==> src/rtl/input_debouncer_pkg.sv <==
// input_debouncer_pkg: shared defaults and counter-width helper for the debouncer.
package debounce_pkg;
  localparam int DEBOUNCE_CYCLES_DEF = 4;
  localparam int NCH_DEF = 2;
  function automatic int cnt_w(input int n);
    return (n < 2) ? 1 : $clog2(n);
  endfunction
endpackage

==> src/rtl/input_debouncer_if.sv <==
// input_debouncer_if: enable, raw pin levels and conditioned outputs of the debouncer.
interface input_debouncer_if #(parameter int NCH = 2);
  logic           en;
  logic [NCH-1:0] raw_in;
  logic [NCH-1:0] clean;
  logic [NCH-1:0] rise;
  logic [NCH-1:0] fall;
  modport master (output en, raw_in, input clean, rise, fall);
  modport slave (input en, raw_in, output clean, rise, fall);
endinterface

==> src/rtl/input_debouncer_ch.sv <==
// debounce_ch: one channel -- 2-flop synchronizer, hold counter, clean level and edge pulses.
module debounce_ch
  import debounce_pkg::*;
#(
  parameter int DEBOUNCE_CYCLES = DEBOUNCE_CYCLES_DEF
) (
  input  logic clk,
  input  logic rst,
  input  logic en,
  input  logic raw,
  output logic clean,
  output logic rise,
  output logic fall
);
  localparam int CNT_W = cnt_w(DEBOUNCE_CYCLES);
  localparam logic [CNT_W-1:0] TERM = CNT_W'(DEBOUNCE_CYCLES - 1);
  logic             r_s1, r_s2, r_clean, r_rise, r_fall;
  logic [CNT_W-1:0] r_cnt;
  logic             w_diff, w_accept;
  assign w_diff   = r_s2 != r_clean;
  assign w_accept = en && w_diff && r_cnt == TERM;
  // counter clears on agreement or acceptance, so it never wraps
  always_ff @(posedge clk or posedge rst) begin
    if (rst) begin
      r_s1    <= 1'b0;
      r_s2    <= 1'b0;
      r_cnt   <= '0;
      r_clean <= 1'b0;
      r_rise  <= 1'b0;
      r_fall  <= 1'b0;
    end else begin
      r_s1    <= raw;
      r_s2    <= r_s1;
      r_rise  <= w_accept && r_s2;
      r_fall  <= w_accept && !r_s2;
      r_clean <= w_accept ? r_s2 : r_clean;
      r_cnt   <= !en ? r_cnt : (!w_diff || w_accept) ? '0 : r_cnt + 1'b1;
    end
  end
  assign clean = r_clean;
  assign rise  = r_rise;
  assign fall  = r_fall;
endmodule

==> src/rtl/input_debouncer.sv <==
// input_debouncer: NCH independent debounce channels feeding the AND cell operands.
module input_debouncer
  import debounce_pkg::*;
#(
  parameter int NCH = NCH_DEF,
  parameter int DEBOUNCE_CYCLES = DEBOUNCE_CYCLES_DEF
) (
  input logic clk,
  input logic rst,
  input_debouncer_if.slave bus
);
  logic [NCH-1:0] w_clean, w_rise, w_fall;
  if (DEBOUNCE_CYCLES < 1 || DEBOUNCE_CYCLES > 255) begin : g_bad_cycles
    $error("input_debouncer: DEBOUNCE_CYCLES must be 1..255");
  end
  for (genvar c = 0; c < NCH; c++) begin : g_ch
    debounce_ch #(.DEBOUNCE_CYCLES(DEBOUNCE_CYCLES)) u_ch (
      .clk   (clk),
      .rst   (rst),
      .en    (bus.en),
      .raw   (bus.raw_in[c]),
      .clean (w_clean[c]),
      .rise  (w_rise[c]),
      .fall  (w_fall[c])
    );
  end
  assign bus.clean = w_clean;
  assign bus.rise  = w_rise;
  assign bus.fall  = w_fall;
endmodule

==> src/flat_wrapper.sv <==
// flat-port wrapper written by rule: the top's interface ports become plain ports
module input_debouncer_flat import debounce_pkg::*;
#(
  parameter int NCH = NCH_DEF,
  parameter int DEBOUNCE_CYCLES = DEBOUNCE_CYCLES_DEF
)
  (clk, rst, bus_en, bus_raw_in, bus_clean, bus_rise, bus_fall);
  input_debouncer_if #(.NCH(NCH)) bus_i ();
  input logic clk;
  input logic rst;
  input wire logic [$bits(bus_i.en)-1:0] bus_en;
  input wire logic [$bits(bus_i.raw_in)-1:0] bus_raw_in;
  output wire logic [$bits(bus_i.clean)-1:0] bus_clean;
  output wire logic [$bits(bus_i.rise)-1:0] bus_rise;
  output wire logic [$bits(bus_i.fall)-1:0] bus_fall;
  assign bus_i.en = bus_en;
  assign bus_i.raw_in = bus_raw_in;
  assign bus_clean = bus_i.clean;
  assign bus_rise = bus_i.rise;
  assign bus_fall = bus_i.fall;
  input_debouncer #(.NCH(NCH), .DEBOUNCE_CYCLES(DEBOUNCE_CYCLES)) u_core (.clk(clk), .rst(rst), .bus(bus_i));
endmodule
==> config.mk <==
export PLATFORM = sky130hd
export DESIGN_NAME = input_debouncer_flat
export DESIGN_NICKNAME = d
export VERILOG_FILES = /design/src/rtl/input_debouncer_pkg.sv /design/src/rtl/input_debouncer_if.sv /design/src/rtl/input_debouncer_ch.sv /design/src/rtl/input_debouncer.sv /design/src/flat_wrapper.sv
export SDC_FILE = /design/constraint.sdc
export NUM_CORES = 1
export LEC_CHECK = 0
export CAP_MARGIN = 20
export CORE_AREA = 10 10 47 49
export DETAILED_ROUTE_END_ITERATION = 16
export DIE_AREA = 0 0 57 59
export PLACE_DENSITY = 0.69
export SETUP_SLACK_MARGIN = 0.1
export SLEW_MARGIN = 30
export SYNTH_ARGS = -nofsm -noshare
export SYNTH_HDL_FRONTEND = slang
export SYNTH_SLANG_ARGS = --single-unit
==> constraint.sdc <==
create_clock -name clk -period 1.4 [get_ports clk]
set_clock_uncertainty 0.15 [all_clocks]
set_input_delay 0.28 -clock clk [delete_from_list [all_inputs] [get_ports clk]]
set_output_delay 0.28 -clock clk [all_outputs]
set_load 0.05 [all_outputs]
; Yosys cells after proc, flatten, opt, wreduce, memory -nomap -nowiden
; Cells that the tools add are included.
; Widths: inputs -> output; s select.
[totals]
reg_bits = 14
output_inout_bits = 6
word_cells = 34
[classes]
add_sub_neg = 2
n_eq_ne = 4
n_mux = 2
n_reduce_logical = 14
[op_table]
columns = cell, count
row1 = $logic_and 1x1->1, 8
row2 = $add 2x1->2 const B, 2
row3 = $eq 2x2->1 const B, 2
row4 = $logic_not 1->1, 4
row5 = $mux 2, 2
row6 = $logic_or 1x1->1, 2
row7 = $ne 1x1->1, 2

; Logic depth before layout (Yosys ltp)
[logic_depth]
depth_word = 5
ltp_mapped = 3
mapped_depth_nobuf = 3

; By module
; From an unflattened synthesis, not the netlist that was laid out.
[unflattened]
cells_unflattened = 40
hier_area_um2 = 530.5
[modules_own_cells]
columns = mod, instances, cells_each, area_per_inst_um2, seq_area_each_um2
row1 = debounce_ch, 2, 20, 265.3, 175.2

; Worst setup path after synthesis
; OpenSTA, ideal clock, no wires.
[synth_timing]
path_type = flip-flop to flip-flop
startpoint = register u_core.g_ch[0].u_ch.r_cnt[0]
endpoint = register u_core.g_ch[0].u_ch.r_clean
setup_time_ps = 125
arrival_ps = 1001
required_time_ps = 1125
path_slack_ps = 124
path_stages_with_launch = 4
path_buffers = 0
period_less_slack_ps = 1276
cell_sequence = dfrtp_1 -> ha_1 -> nand2_1 -> mux2_2
[synth_between]
elab_chain_len = 2
[synth_lines]
columns = item, line_no
row1 = from (decl), input_debouncer_ch.sv:18  ; logic [CNT_W-1:0] r_cnt;
row2 = from (signal assigned), input_debouncer_ch.sv:37  ; r_cnt <= !en ? r_cnt : (!w_diff || w_accept) ? '0 : r_cnt + 1'b1;
row3 = $eq 2x2->1, input_debouncer_ch.sv:21  ; assign w_accept = en && w_diff && r_cnt == TERM;
row4 = $logic_and 1x1->1, input_debouncer_ch.sv:21
row5 = to (signal assigned), input_debouncer_ch.sv:36  ; r_clean <= w_accept ? r_s2 : r_clean;
row6 = to (decl), input_debouncer_ch.sv:17  ; logic r_s1, r_s2, r_clean, r_rise, r_fall;
; No other way between the ends.
; A chain may end at the register's enable or synchronous reset.

; Worst setup path in the final report
[layout_timing]
startpoint = register u_core.g_ch[1].u_ch.r_cnt[1]
endpoint = register u_core.g_ch[1].u_ch.r_cnt[0]
[layout_between]
elab_chain_len = 4
[layout_lines]
columns = item, line_no
row1 = from (decl), input_debouncer_ch.sv:18
row2 = from (signal assigned), input_debouncer_ch.sv:37
row3 = $eq 2x2->1, input_debouncer_ch.sv:21
row4 = $logic_and 1x1->1, input_debouncer_ch.sv:21
row5 = $logic_or 1x1->1, input_debouncer_ch.sv:37
row6 = $mux 2, input_debouncer_ch.sv:37
; No other way between the ends.

==> impl_metrics.ini <==
[global_routing]
gr-usage-met2 = 0.107
first_global_vias = 417
use_met1 = 0.0767
total_global_route_track_usage = 0.0693
grt_start_max_net_pins = 9
grt-ovfl-total = 0
busiest_layer_in_global_routing = met2
antenna_violations_before_repair = 0
grt_pass1_wl_um = 1810
grt_util_met3 = 0.0193

[sta]
slew_headroom = 0.819
period_needed_ps = 1310
finalHoldViolations = 0
timing_max_transition_violations_final = 0
unrepaired_setup_endpoints_after_global_routing = true
fin_crit_sh = 0.935
worst-slew-pin-transition_ps = 271
max_freq_ghz = 0.764
postLayoutSetupSlackWorst_ps = 90.6
setup_violations = 0
worst_hold_margin_ps = 38.8

[floorplanning]
fp.dieW_um = 57
start_util = 0.416
floorplan.rows = 14
fp.dieArea_um2 = 3360
fp.coreArea_um2 = 1400
ios = 11
dieHeight_um = 59

[drt]
routed_wl_um = 1070
via_per_inst = 4.78
drt-pass1-iter-count = 4
antenna_left = 0
drt-initial-drc-count = 7
detailroute.via_count = 382
detail_route.wl_per_cell_um = 13.4
drcViolationCount = 0

[placed_design]
place_hpwl_um = 711
port_buffers = 10
placed_cells = 70
dpl_worst_slack_ps = -203
gp_routability_congestion = 0.658

[clocking]
hold_buf_count_cts = 0
cts.reportedPaths.clkPinSlew_ps = 80
cts_sinks = 14
clock_tree_from_tritoncts = done
ctsRootBufferMaster = sky130_fd_sc_hd__clkbuf_4
clock_tree.buffer_depth = 2
clock_insertion_delay_worst_skew_ps = 280
cts_buffers = 3
cts.htree.levels = 1

[pwr]
combinationalPowerShare = 0.433
sequentialPowerShare = 0.373
p_int_uw = 1020
power.ir.vdd_worst_v = 0.000809
power_per_cell_area_nw_per_um2 = 1800
switching_power_uw = 503
p_clk_frac = 0.194
power_switching_share = 0.331
power_uw = 1520
leakagePower_uw = 0.000389

[job]
max_cap_viol_count = 0

[logic_synthesis]
main_combinational_cell_family_by_area_after_synthesis = buffers and inverters
ys.warnings.count = 0
syn-instance-count = 46
synth_cell_type_count = 12
synth_area_leader_cell = sky130_fd_sc_hd__dfrtp_1
synth_compound_gate_area_share = 0.0515
synthMuxAreaShare = 0.0386
area_fraction_in_and_or_nand_and_nor_cells_after_synthesis = 0.107
synth-seq-area-share = 0.601
syn-num-nets = 53
ys_ff_latch = 14
synthTopCellsByArea = sky130_fd_sc_hd__dfrtp_1 (60%), sky130_fd_sc_hd__buf_4 (7.7%), sky130_fd_sc_hd__nor3b_1 (5.2%)
syn_area_um2 = 583
postSynthAreaPerCell_um2 = 12.7
synthAdderAreaFrac = 0.0429
synth_xor_area_frac = 0.0300
top_area_cell_type_share_of_the_netlist_area = 0.601

[final_layout]
most-common-layout-cells = sky130_fd_sc_hd__dfrtp_1 (12), sky130_fd_sc_hd__buf_4 (11), sky130_fd_sc_hd__buf_12 (6), sky130_fd_sc_hd__inv_1 (5), sky130_fd_sc_hd__nor3b_1 (4)
mostFrequentLayoutCell = sky130_fd_sc_hd__dfrtp_1
layout-area-overhead-vs-synth_pct = 45.1
final_core_util = 0.604
final_nets = 72
fin_cells = 80
antennaDiodeCount = 0
fraction_of_final_layout_cells_with_drive_strength_greater_than_1 = 0.453

[critical_path]
start_kind = flip-flop
critical_path_class = flip-flop to flip-flop
crit_arrival_ps = 1370
required_ps = 1460
path_max_fanout = 3
end_kind = flip-flop

[hold_path]
min-delay-path-class = input port to asynchronous set/reset pin

[outcome]
outcome = completed
what timing repair did:
item	CTS	global route
gates resized for setup	6	2
buffers inserted	3	3
endpoints found under the setup margin	7	9
pin swaps	0	1
registers in the layout, summed over array words and instances, names as in the netlist:
register / cells
u_core.g_ch.u_ch.clean: 2
u_core.g_ch.u_ch.r_cnt: 4
u_core.g_ch.u_ch.rise: 2
u_core.g_ch.u_ch.fall: 2
u_core.g_ch.u_ch.r_s1: 2
u_core.g_ch.u_ch.r_s2: 2
cell type report:
type                    count  area (um2)
fillers                   123         556
multi-input cells          20         176
repair buffers             21         241
well taps                  16        20.0
clock buffers               4        36.3
flip-flops and latches     14         353
inverters                   5        18.8
path summary, 6_finish.rpt:
kind                                                                from                                  endpoint  slack [ps]  depth (start not counted)
worst max register to register  u_core.g_ch[1].u_ch.r_cnt[1]$_DFFE_PP0P_  u_core.g_ch[1].u_ch.r_cnt[0]$_DFFE_PP0P_          90                          3
max in group asynchronous                                            rst     u_core.g_ch[1].u_ch.clean$_DFFE_PP0P_         720                          3
min in group clk                      u_core.g_ch[0].u_ch.r_s1$_DFF_PP0_        u_core.g_ch[0].u_ch.r_s2$_DFF_PP0_         210                          0
worst max-delay path            u_core.g_ch[1].u_ch.r_cnt[1]$_DFFE_PP0P_  u_core.g_ch[1].u_ch.r_cnt[0]$_DFFE_PP0P_          90                          3
worst min register to register        u_core.g_ch[0].u_ch.r_s1$_DFF_PP0_        u_core.g_ch[0].u_ch.r_s2$_DFF_PP0_         210                          0
worst min-delay path                                                 rst  u_core.g_ch[0].u_ch.r_cnt[1]$_DFFE_PP0P_          40                          2
per-stage QoR:
| stage | area [um2] | setup TNS [ps] |
|---|---|---|
| floorplan | 583 | 0 |
| CTS | 812 | 0 |
| global placement | 744 | -1220 |
| detailed placement | 744 | -1640 |
| finish | 846 | 0 |
| global route | 846 | 0 |
routing by layer:
metal  vias to the layer above  wire length [um]
met5                         -                 0
met4                         0                21
met3                         4                30
met2                         7               517
met1                       189               498
li1                        182                 -
cell families (layout without fill, tap and decap cells):
logic type | Yosys count | after routing
AOI/OAI and AO/OA | 4 | 4
buffers and inverters | 12 | 30
DFF | 14 | 14
xor gates and xnor gates | 2 | 2
and+or+nand+nor | 10 | 10
muxes | 2 | 2
adders and majority gates | 2 | 2
power groups by stage:
stage | sequential, uW | clock (uW) | combinational (uW)
after detailed placement | 590 | 0 | 492
after global routing | 577 | 315 | 706
after global placement | 585 | 0 | 479
final | 566 | 295 | 658
after CTS | 563 | 294 | 588
after floorplan | 554 | 0 | 354
critical path, cell delays in order, from the launching register on:
cell and delay (ps):
sky130_fd_sc_hd__dfrtp_1 410, sky130_fd_sc_hd__ha_2 210, sky130_fd_sc_hd__or3b_1 340, sky130_fd_sc_hd__o22ai_1 120
cells in the mapped netlist (all sizes together):
library cell,n
or3b,2
o22ai,2
inv,5
nand2,4
buf,7
nor3b,4
o32ai,2
dfrtp,14
ha,2
mux2,2
xnor2,2
Note: power is estimated with default switching activity, not from simulation.
